<file path="config.mk">
export PLATFORM = sky130hd
export DESIGN_NAME = bforge_apb_splitter
export DESIGN_NICKNAME = d
export VERILOG_FILES = /design/src/rtl/bforge_apb_splitter.sv
export SDC_FILE = /design/constraint.sdc
export NUM_CORES = 1
export LEC_CHECK = 0
export ABC_AREA = 1
export CORE_AREA = 2 2 144 118
export CTS_BUF_LIST = sky130_fd_sc_hd__clkbuf_8 sky130_fd_sc_hd__clkbuf_16
export CTS_CLUSTER_SIZE = 20
export DETAILED_ROUTE_END_ITERATION = 8
export DIE_AREA = 0 0 146 120
export PLACE_DENSITY = 0.77
export SYNTH_ARGS = -nofsm -noshare
export SYNTH_HDL_FRONTEND = slang
export SYNTH_SLANG_ARGS = --single-unit
</file>
<file path="constraint.sdc">
create_clock -name pclk -period 1.6 [get_ports pclk]
set_clock_uncertainty 0.1 [all_clocks]
set_input_delay 0.32 -clock pclk [delete_from_list [all_inputs] [get_ports pclk]]
set_output_delay 0.32 -clock pclk [all_outputs]
set_load 0.02 [all_outputs]
</file>
<file path="src/rtl/bforge_apb_splitter.sv">
// APB 1-to-4 splitter: decodes a 3-bit region field and forwards the transfer to one of four targets.
// Define BFORGE_APB_SPLITTER_TIMEOUT_EN to build in the ACCESS-phase watchdog.

module bforge_apb_splitter #(
    parameter int unsigned ADDR_W         = 32,
    parameter int unsigned DATA_W         = 32,
    parameter int unsigned SEL_LSB        = 12,
    parameter int unsigned TIMEOUT_CYCLES = 16
) (
    input  logic                  pclk,
    input  logic                  preset,
    input  logic [ADDR_W-1:0]     s_paddr,
    input  logic                  s_pwrite,
    input  logic [DATA_W-1:0]     s_pwdata,
    input  logic [DATA_W/8-1:0]   s_pstrb,
    input  logic [2:0]            s_pprot,
    input  logic                  s_psel,
    input  logic                  s_penable,
    output logic [DATA_W-1:0]     s_prdata,
    output logic                  s_pready,
    output logic                  s_pslverr,
    output logic [ADDR_W-1:0]     m_paddr,
    output logic                  m_pwrite,
    output logic [DATA_W-1:0]     m_pwdata,
    output logic [DATA_W/8-1:0]   m_pstrb,
    output logic [2:0]            m_pprot,
    output logic [3:0]            m_psel,
    output logic                  m_penable,
    input  logic [4*DATA_W-1:0]   m_prdata,
    input  logic [3:0]            m_pready,
    input  logic [3:0]            m_pslverr,
    output logic                  timeout_o
);

    localparam logic [7:0] ToLimit = 8'(TIMEOUT_CYCLES);

    typedef enum logic [1:0] {StIdle, StSetup, StAccess, StResp} state_e;

    state_e              r_state;
    state_e              w_state_next;
    logic [ADDR_W-1:0]   r_paddr;
    logic                r_pwrite;
    logic [DATA_W-1:0]   r_pwdata;
    logic [DATA_W/8-1:0] r_pstrb;
    logic [2:0]          r_pprot;
    logic [1:0]          r_sel;
    logic [DATA_W-1:0]   r_rdata;
    logic                r_slverr;
    logic [2:0]          w_region;
    logic                w_ready_sel;
    logic                w_slverr_sel;
    logic [DATA_W-1:0]   w_rdata_sel;
    logic                w_expire;
    logic                w_active;
    logic                w_unused;

    assign w_region     = s_paddr[SEL_LSB+2:SEL_LSB];
    assign w_ready_sel  = m_pready[r_sel];
    assign w_slverr_sel = m_pslverr[r_sel];
    // s_penable carries no information the splitter needs; the limit is only consumed by the watchdog.
    assign w_unused     = s_penable ^ ToLimit[0];

    always_comb begin
        w_rdata_sel = '0;
        for (int i = 0; i < 4; i++) begin
            if (r_sel == 2'(i)) w_rdata_sel = m_prdata[i*DATA_W +: DATA_W];
        end
    end

`ifdef BFORGE_APB_SPLITTER_TIMEOUT_EN
    logic [7:0] r_cnt;
    logic       r_timeout;

    // A ready target in the limit cycle still completes normally.
    assign w_expire = (r_state == StAccess) && !w_ready_sel && ((r_cnt + 8'd1) == ToLimit);

    always_ff @(posedge pclk) begin
        if (preset) begin
            r_cnt     <= '0;
            r_timeout <= 1'b0;
        end else begin
            r_timeout <= w_expire;
            if (r_state == StSetup) begin
                r_cnt <= '0;
            end else if ((r_state == StAccess) && !w_ready_sel) begin
                r_cnt <= r_cnt + 8'd1;
            end
        end
    end

    assign timeout_o = r_timeout;
`else
    assign w_expire  = 1'b0;
    assign timeout_o = 1'b0;
`endif

    always_ff @(posedge pclk) begin
        if (preset) begin
            r_state <= StIdle;
        end else begin
            r_state <= w_state_next;
        end
    end

    always_comb begin
        w_state_next = r_state;
        unique case (r_state)
            StIdle: begin
                if (s_psel) w_state_next = w_region[2] ? StResp : StSetup;
            end
            StSetup:  w_state_next = StAccess;
            StAccess: begin
                if (w_ready_sel || w_expire) w_state_next = StResp;
            end
            StResp:   w_state_next = StIdle;
            default:  w_state_next = StIdle;
        endcase
    end

    always_ff @(posedge pclk) begin
        if (preset) begin
            r_paddr  <= '0;
            r_pwrite <= 1'b0;
            r_pwdata <= '0;
            r_pstrb  <= '0;
            r_pprot  <= '0;
            r_sel    <= '0;
            r_rdata  <= '0;
            r_slverr <= 1'b0;
        end else begin
            if ((r_state == StIdle) && s_psel) begin
                r_paddr  <= s_paddr;
                r_pwrite <= s_pwrite;
                r_pwdata <= s_pwdata;
                r_pstrb  <= s_pstrb;
                r_pprot  <= s_pprot;
                r_sel    <= w_region[1:0];
                r_rdata  <= '0;
                r_slverr <= w_region[2];
            end else if ((r_state == StAccess) && w_ready_sel) begin
                r_rdata  <= w_rdata_sel;
                r_slverr <= w_slverr_sel;
            end else if (w_expire) begin
                r_rdata  <= '0;
                r_slverr <= 1'b1;
            end
        end
    end

    always_comb begin
        w_active  = (r_state == StSetup) || (r_state == StAccess);
        m_psel    = w_active ? (4'b0001 << r_sel) : 4'b0000;
        m_penable = (r_state == StAccess);
        m_paddr   = w_active ? r_paddr : '0;
        m_pwrite  = w_active ? r_pwrite : 1'b0;
        m_pwdata  = w_active ? r_pwdata : '0;
        m_pstrb   = w_active ? r_pstrb : '0;
        m_pprot   = w_active ? r_pprot : '0;
        s_pready  = (r_state == StResp);
        s_prdata  = s_pready ? r_rdata : '0;
        s_pslverr = s_pready ? r_slverr : 1'b0;
    end

endmodule

</file>
# After elaboration in Yosys (flattened, before gate mapping)
# Cells that the tools add are included.
word_totals:
  regBits: 109
  n_memories: 0
  out_inout_bits: 112
  ram_bits: 0
  latch_bits: 0
  inputBits: 212
  elab_cells: 49
  romBits: 0
op_classes:
  magnitude_cmp: 1
  n_eq_ne: 8
  bitwise: 0
  reduce_logical: 8
  n_addsub: 0
  multipliers: 0
  shifts: 1
  mux: 22
  div_mod_pow: 0
ops:
  columns: ["operator", "n"]
  rows:
  - ["32-bit 2-to-1 mux", 7]
  - ["2-bit equality test (second input constant)", 4]
  - ["4-bit 2-to-1 mux", 2]
  - ["2-bit case mux with 4 select lines", 1]
  - ["1-bit 2-to-1 mux", 6]
  - ["2-bit 2-to-1 mux", 3]
  - ["1-bit binary-select mux with 2-bit select", 2]
  - ["2-bit by 1-bit equality test with 1-bit output (second input constant)", 2]
  - ["2-bit zero test", 2]
  - ["1-bit by 2-bit left shift with 4-bit output (first input constant)", 1]
  - ["2-bit by 3-bit < comparator with 1-bit output (second input constant)", 1]
  - ["3-bit 2-to-1 mux", 1]
  - ["1-bit logical AND", 2]
  - ["2-bit by 1-bit inequality test with 1-bit output (second input constant)", 1]
  - ["2-bit inequality test (second input constant)", 1]
  - ["2-bit AND reduction", 1]
  - ["2-bit nonzero test", 1]
  - ["2-bit OR reduction", 1]
  - ["1-bit logical OR", 1]

# Depth between registers and ports, before layout
logic_depth:
  depth_word: 5
  depth_mapped: 11
  ltp_nobuf: 10

# Worst setup path before layout
# OpenSTA, ideal clock, no wires.
synth_timing:
  path_kind: "reg-to-output"
  start: "register r_state[1]"
  end: "output port m_psel[0]"
  path_stages_with_launch: 6
  slack_ns: -0.290
  path_buffers: 1
  t_arrival_ns: 1.470
  required_time_ns: 1.180
  cell_sequence: "dfxtp_1 inv_1 ha_1 clkbuf_1 inv_1 nor3_1"
synth_between:
  elab_chain_cells: 3
  elab_cells_between_ends: 4
  cone_classes: "eq/ne (2); mux (1); reduce/logical (1)"
synth_lines:
  columns: ["item", "line", "source"]
  rows:
  - ["start: declaration", "39", "state_e r_state;"]
  - ["start signal: assignment", "99", "r_state <= StIdle;"]
  - ["start signal: assignment", "101", "r_state <= w_state_next;"]
  - ["2-bit by 1-bit equality test with 1-bit output or 2-bit equality test (tied branches)", "151", "w_active = (r_state == StSetup) || (r_state == StAccess);"]
  - ["1-bit logical OR *", "151", null]
  - ["4-bit 2-to-1 mux *", "152", "m_psel = w_active ? (4'b0001 << r_sel) : 4'b0000;"]
  - ["end: declaration", "27", "output logic [3:0] m_psel,"]
# Every way passes the cells marked *; elsewhere a longest branch is shown, timed or not.

# Final worst setup path
layout_timing:
  start: "register r_state[0]"
  end: "output port m_pwdata[7]"
layout_between:
  elab_chain_cells: 3
  elab_cells_between_ends: 4
  cone_classes: "eq/ne (2); mux (1); reduce/logical (1)"
layout_lines:
  columns: ["item", "line", "source"]
  rows:
  - ["2-bit by 1-bit equality test with 1-bit output or 2-bit equality test (tied branches)", "151", null]
  - ["1-bit logical OR *", "151", null]
  - ["32-bit 2-to-1 mux *", "156", "m_pwdata = w_active ? r_pwdata : '0;"]
  - ["end: declaration", "24", "output logic [DATA_W-1:0] m_pwdata,"]
# Marks and branches as above.

==> results.yml <==
run_status:
  outcome: "finished with violations"
  violations: "negative setup slack"
routing:
  drc: 0
  antenna_left: 0
  drt-wirelength-per-cell_microns: 15.64
  vias: 7003
  wirelength_microns: 23440
  via_per_inst: 4.672
  first_pass_iters: 4
  drt_iter0_drc: 397
finish:
  nNetsFinal: 1488
  most-common-layout-cells: "clkdlybuf4s50_1, nand2_1, nor2_1, dfxtp_1, o21ai_0"
  multiInputGateArea_sq_mm: 0.003398
  final_common_cell: "clkdlybuf4s50_1"
  final_area_sq_mm: 0.01103
  drive_above_1_share_pct: 33.91
  seqCellArea_sq_mm: 0.002152
  stdcell_count: 1499
  fill_cells: 1356
  syn2layout_area_growth_pct: 99.55
global_routing:
  track_usage_pct: 21.94
  grt_max_degree: 70
  grt-ovfl-total: 0
  grt_pass1_vias: 6416
  grt_pass1_wl_microns: 31330
  grt_antenna_before_repair: 1
worst_setup_path:
  cp_cell_sequence: "inv_2 -> ha_4 -> buf_6 -> buf_6 -> buf_12 -> nand2_2 -> inv_2 -> buf_6"
  slowest_stage: "dfxtp_2"
  start_kind: "register"
  crit_path_max_incr_delay_ps: 350
  worst_ep_arrival_time_ps: 1640
  criticalPathCategory: "reg -> out"
  worstPathMaxFanout: 8
  worstRegToRegCells: 10
  cp_common_cell: "buf_6"
  endpoint_kind: "output port"
  crit_required_ps: 1180
power_and_ir_drop:
  leakagePower_nw: 5.475
  power_mw: 16.78
  p_clk_share_pct: 13.1
  p_per_area_mw_per_mm2: 1521
  p_int_mw: 9.499
  peakVddDrop_mv: 1.097
  swShare_pct: 43.38
  p_switching_mw: 7.276
  p_comb_share_pct: 63.7
  seqPwrFrac_pct: 23.3
placed_design:
  gp_congestion: 0.8056
  post-place-cells: 1437
  dp_hpwl_microns: 14850
  portBuffers: 321
  place_area_sq_mm: 0.009230
timing:
  setup_violations: 118
  fin_hold_ws_ps: 363.0
  worst_slack_ps: -456.2
  rsz0062_at_grt: "true"
  hold_violations: 0
  fmax_mhz: 486.3
  fin_crit_sh_pct: 128.5
  period_needed_ps: 2056
  drv_slew: 0
cts:
  htree_levels: 3
  clock_path_buffers: 2
  ctsHoldBuffers: 0
  cts-root-buf: "clkbuf_16"
  cts_buffers: 9
  clk_pin_slew_ps: 80
  cts.sinks: 107
  cts_tree: "yes"
  clk_latency_ps: 340
logic_synthesis:
  synth_fp_nets: 1132
  yosysUniqueCellTypes: 25
  postSynthCellCount: 916
  ys_seq_area_share_pct: 38.75
  yosysWarnings: 0
  yosysTopAreaCell: "dfxtp_1"
  ys_ff_latch: 107
  synth_top_area_share_pct: 38.75
  syn_area_sq_mm: 0.005528
  synth_area_leaders: "dfxtp_1, nand2_1, nor2_1, inv_1, o21ai_0"
  syn_area_per_cell_sq_um: 6.035
min_path:
  min_path_type: "reg -> reg"
  hold_depth: 2
floorplanning:
  dieArea_sq_mm: 0.01752
  die_h_microns: 120
  core_area_sq_mm: 0.01619
  ios: 324
  die_w_microns: 146
  std_cell_rows: 42
  start_util_pct: 34.15
job:
  maxCapViolCount: 0
-- cell families after synthesis --
family	count (synthesis)	share of synthesized area (%)
flip-flops	107	38.75
buffers and inverters	175	13.04
adder cells (fa/ha/maj)	4	0.9054
other	1	0.06784
AO/OA/AOI/OAI	118	10.73
AND/OR/NAND/NOR	511	36.51
-- final timing paths --
path,from,end,slack (ps)
max,r_state[0]$_SDFFE_PP0P_,m_pwdata[7],-460
min,r_rdata[8]$_SDFFE_PP0P_,r_rdata[8]$_SDFFE_PP0P_,360
max reg2reg,r_state[0]$_SDFFE_PP0P_,r_state[1]$_SDFFE_PP0P_,-100
min reg2reg,r_rdata[8]$_SDFFE_PP0P_,r_rdata[8]$_SDFFE_PP0P_,360
-- sequential cells by signal, indices dropped and copies added, names as in the netlist --
name and count:
r_paddr 32, r_rdata 32, r_pprot 3, r_state 2
r_pwdata 32, r_slverr 1, r_pwrite 1, r_pstrb 4
-- worst max-delay path, delay by kind of cell (launching register included) --
kind | cells | cell delay (ps)
adder cells (fa/ha/maj) | 1 | 300
buffers and inverters | 6 | 580
flip-flops | 1 | 350
AND/OR/NAND/NOR | 1 | 60
-- synth_stat cells --
cell type  instances
buf_1              1
nand2_1          308
inv_1            113
o21ai_0           83
nor2_4             1
nor2_1           160
inv_4              1
buf_2             10
nor2_2             3
ha_1               4
buf_6              4
nand2_2            1
nor3_1             1
a21oi_1           27
inv_2              2
dfxtp_1          107
buf_4              5
nand2_4            1
nand3_1           13
o21a_1             1
nand4_1           23
o21ai_1            7
clkinv_1           1
clkbuf_1          38
conb_1             1
-- stage by stage --
stage	setup WS (ps)	TNS [ps]	util [%]
floorplan	-35.06	-608.5	-
global placement	-581.2	-58030	57.03
detailed placement	-589.4	-61690	57.03
CTS	-444.6	-40590	59.51
global route	-533.2	-50630	68.12
finish	-456.2	-41010	68.15
-- layout make-up --
type / count / area share (%)
diodes: 2 / 0.04537
clock inverters: 7 / 0.6012
well taps: 220 / 2.495
flip-flops and latches: 107 / 19.51
repair buffers: 403 / 40.38
inverters: 117 / 4.118
clock buffers: 9 / 2.042
multi-input cells: 634 / 30.81
-- power by group through the flow --
stage               registers, mW  logic, mW  clock network, mW
floorplan                    3.64       4.14                  0
global placement             3.77       6.97                  0
detailed placement           3.77       7.05                  0
CTS                          3.74       7.25               2.25
global route                 3.98       11.4               2.37
finish                       3.90       10.7               2.19
-- routing by layer --
layer | GRT usage [%] | wire length, microns
met4 | 6.432 | 579
met1 | 25.56 | 9582
met2 | 38.53 | 11360
met3 | 7.224 | 1914
met5 | 0 | 0
-- repair_timing --
action,in CTS,in global routing
resized for setup,463,386
cloned,2,19
endpoints found under the setup margin,145,146
setup buffers,7,17
pin swaps,3,76
(Power assumes the default switching activity.)
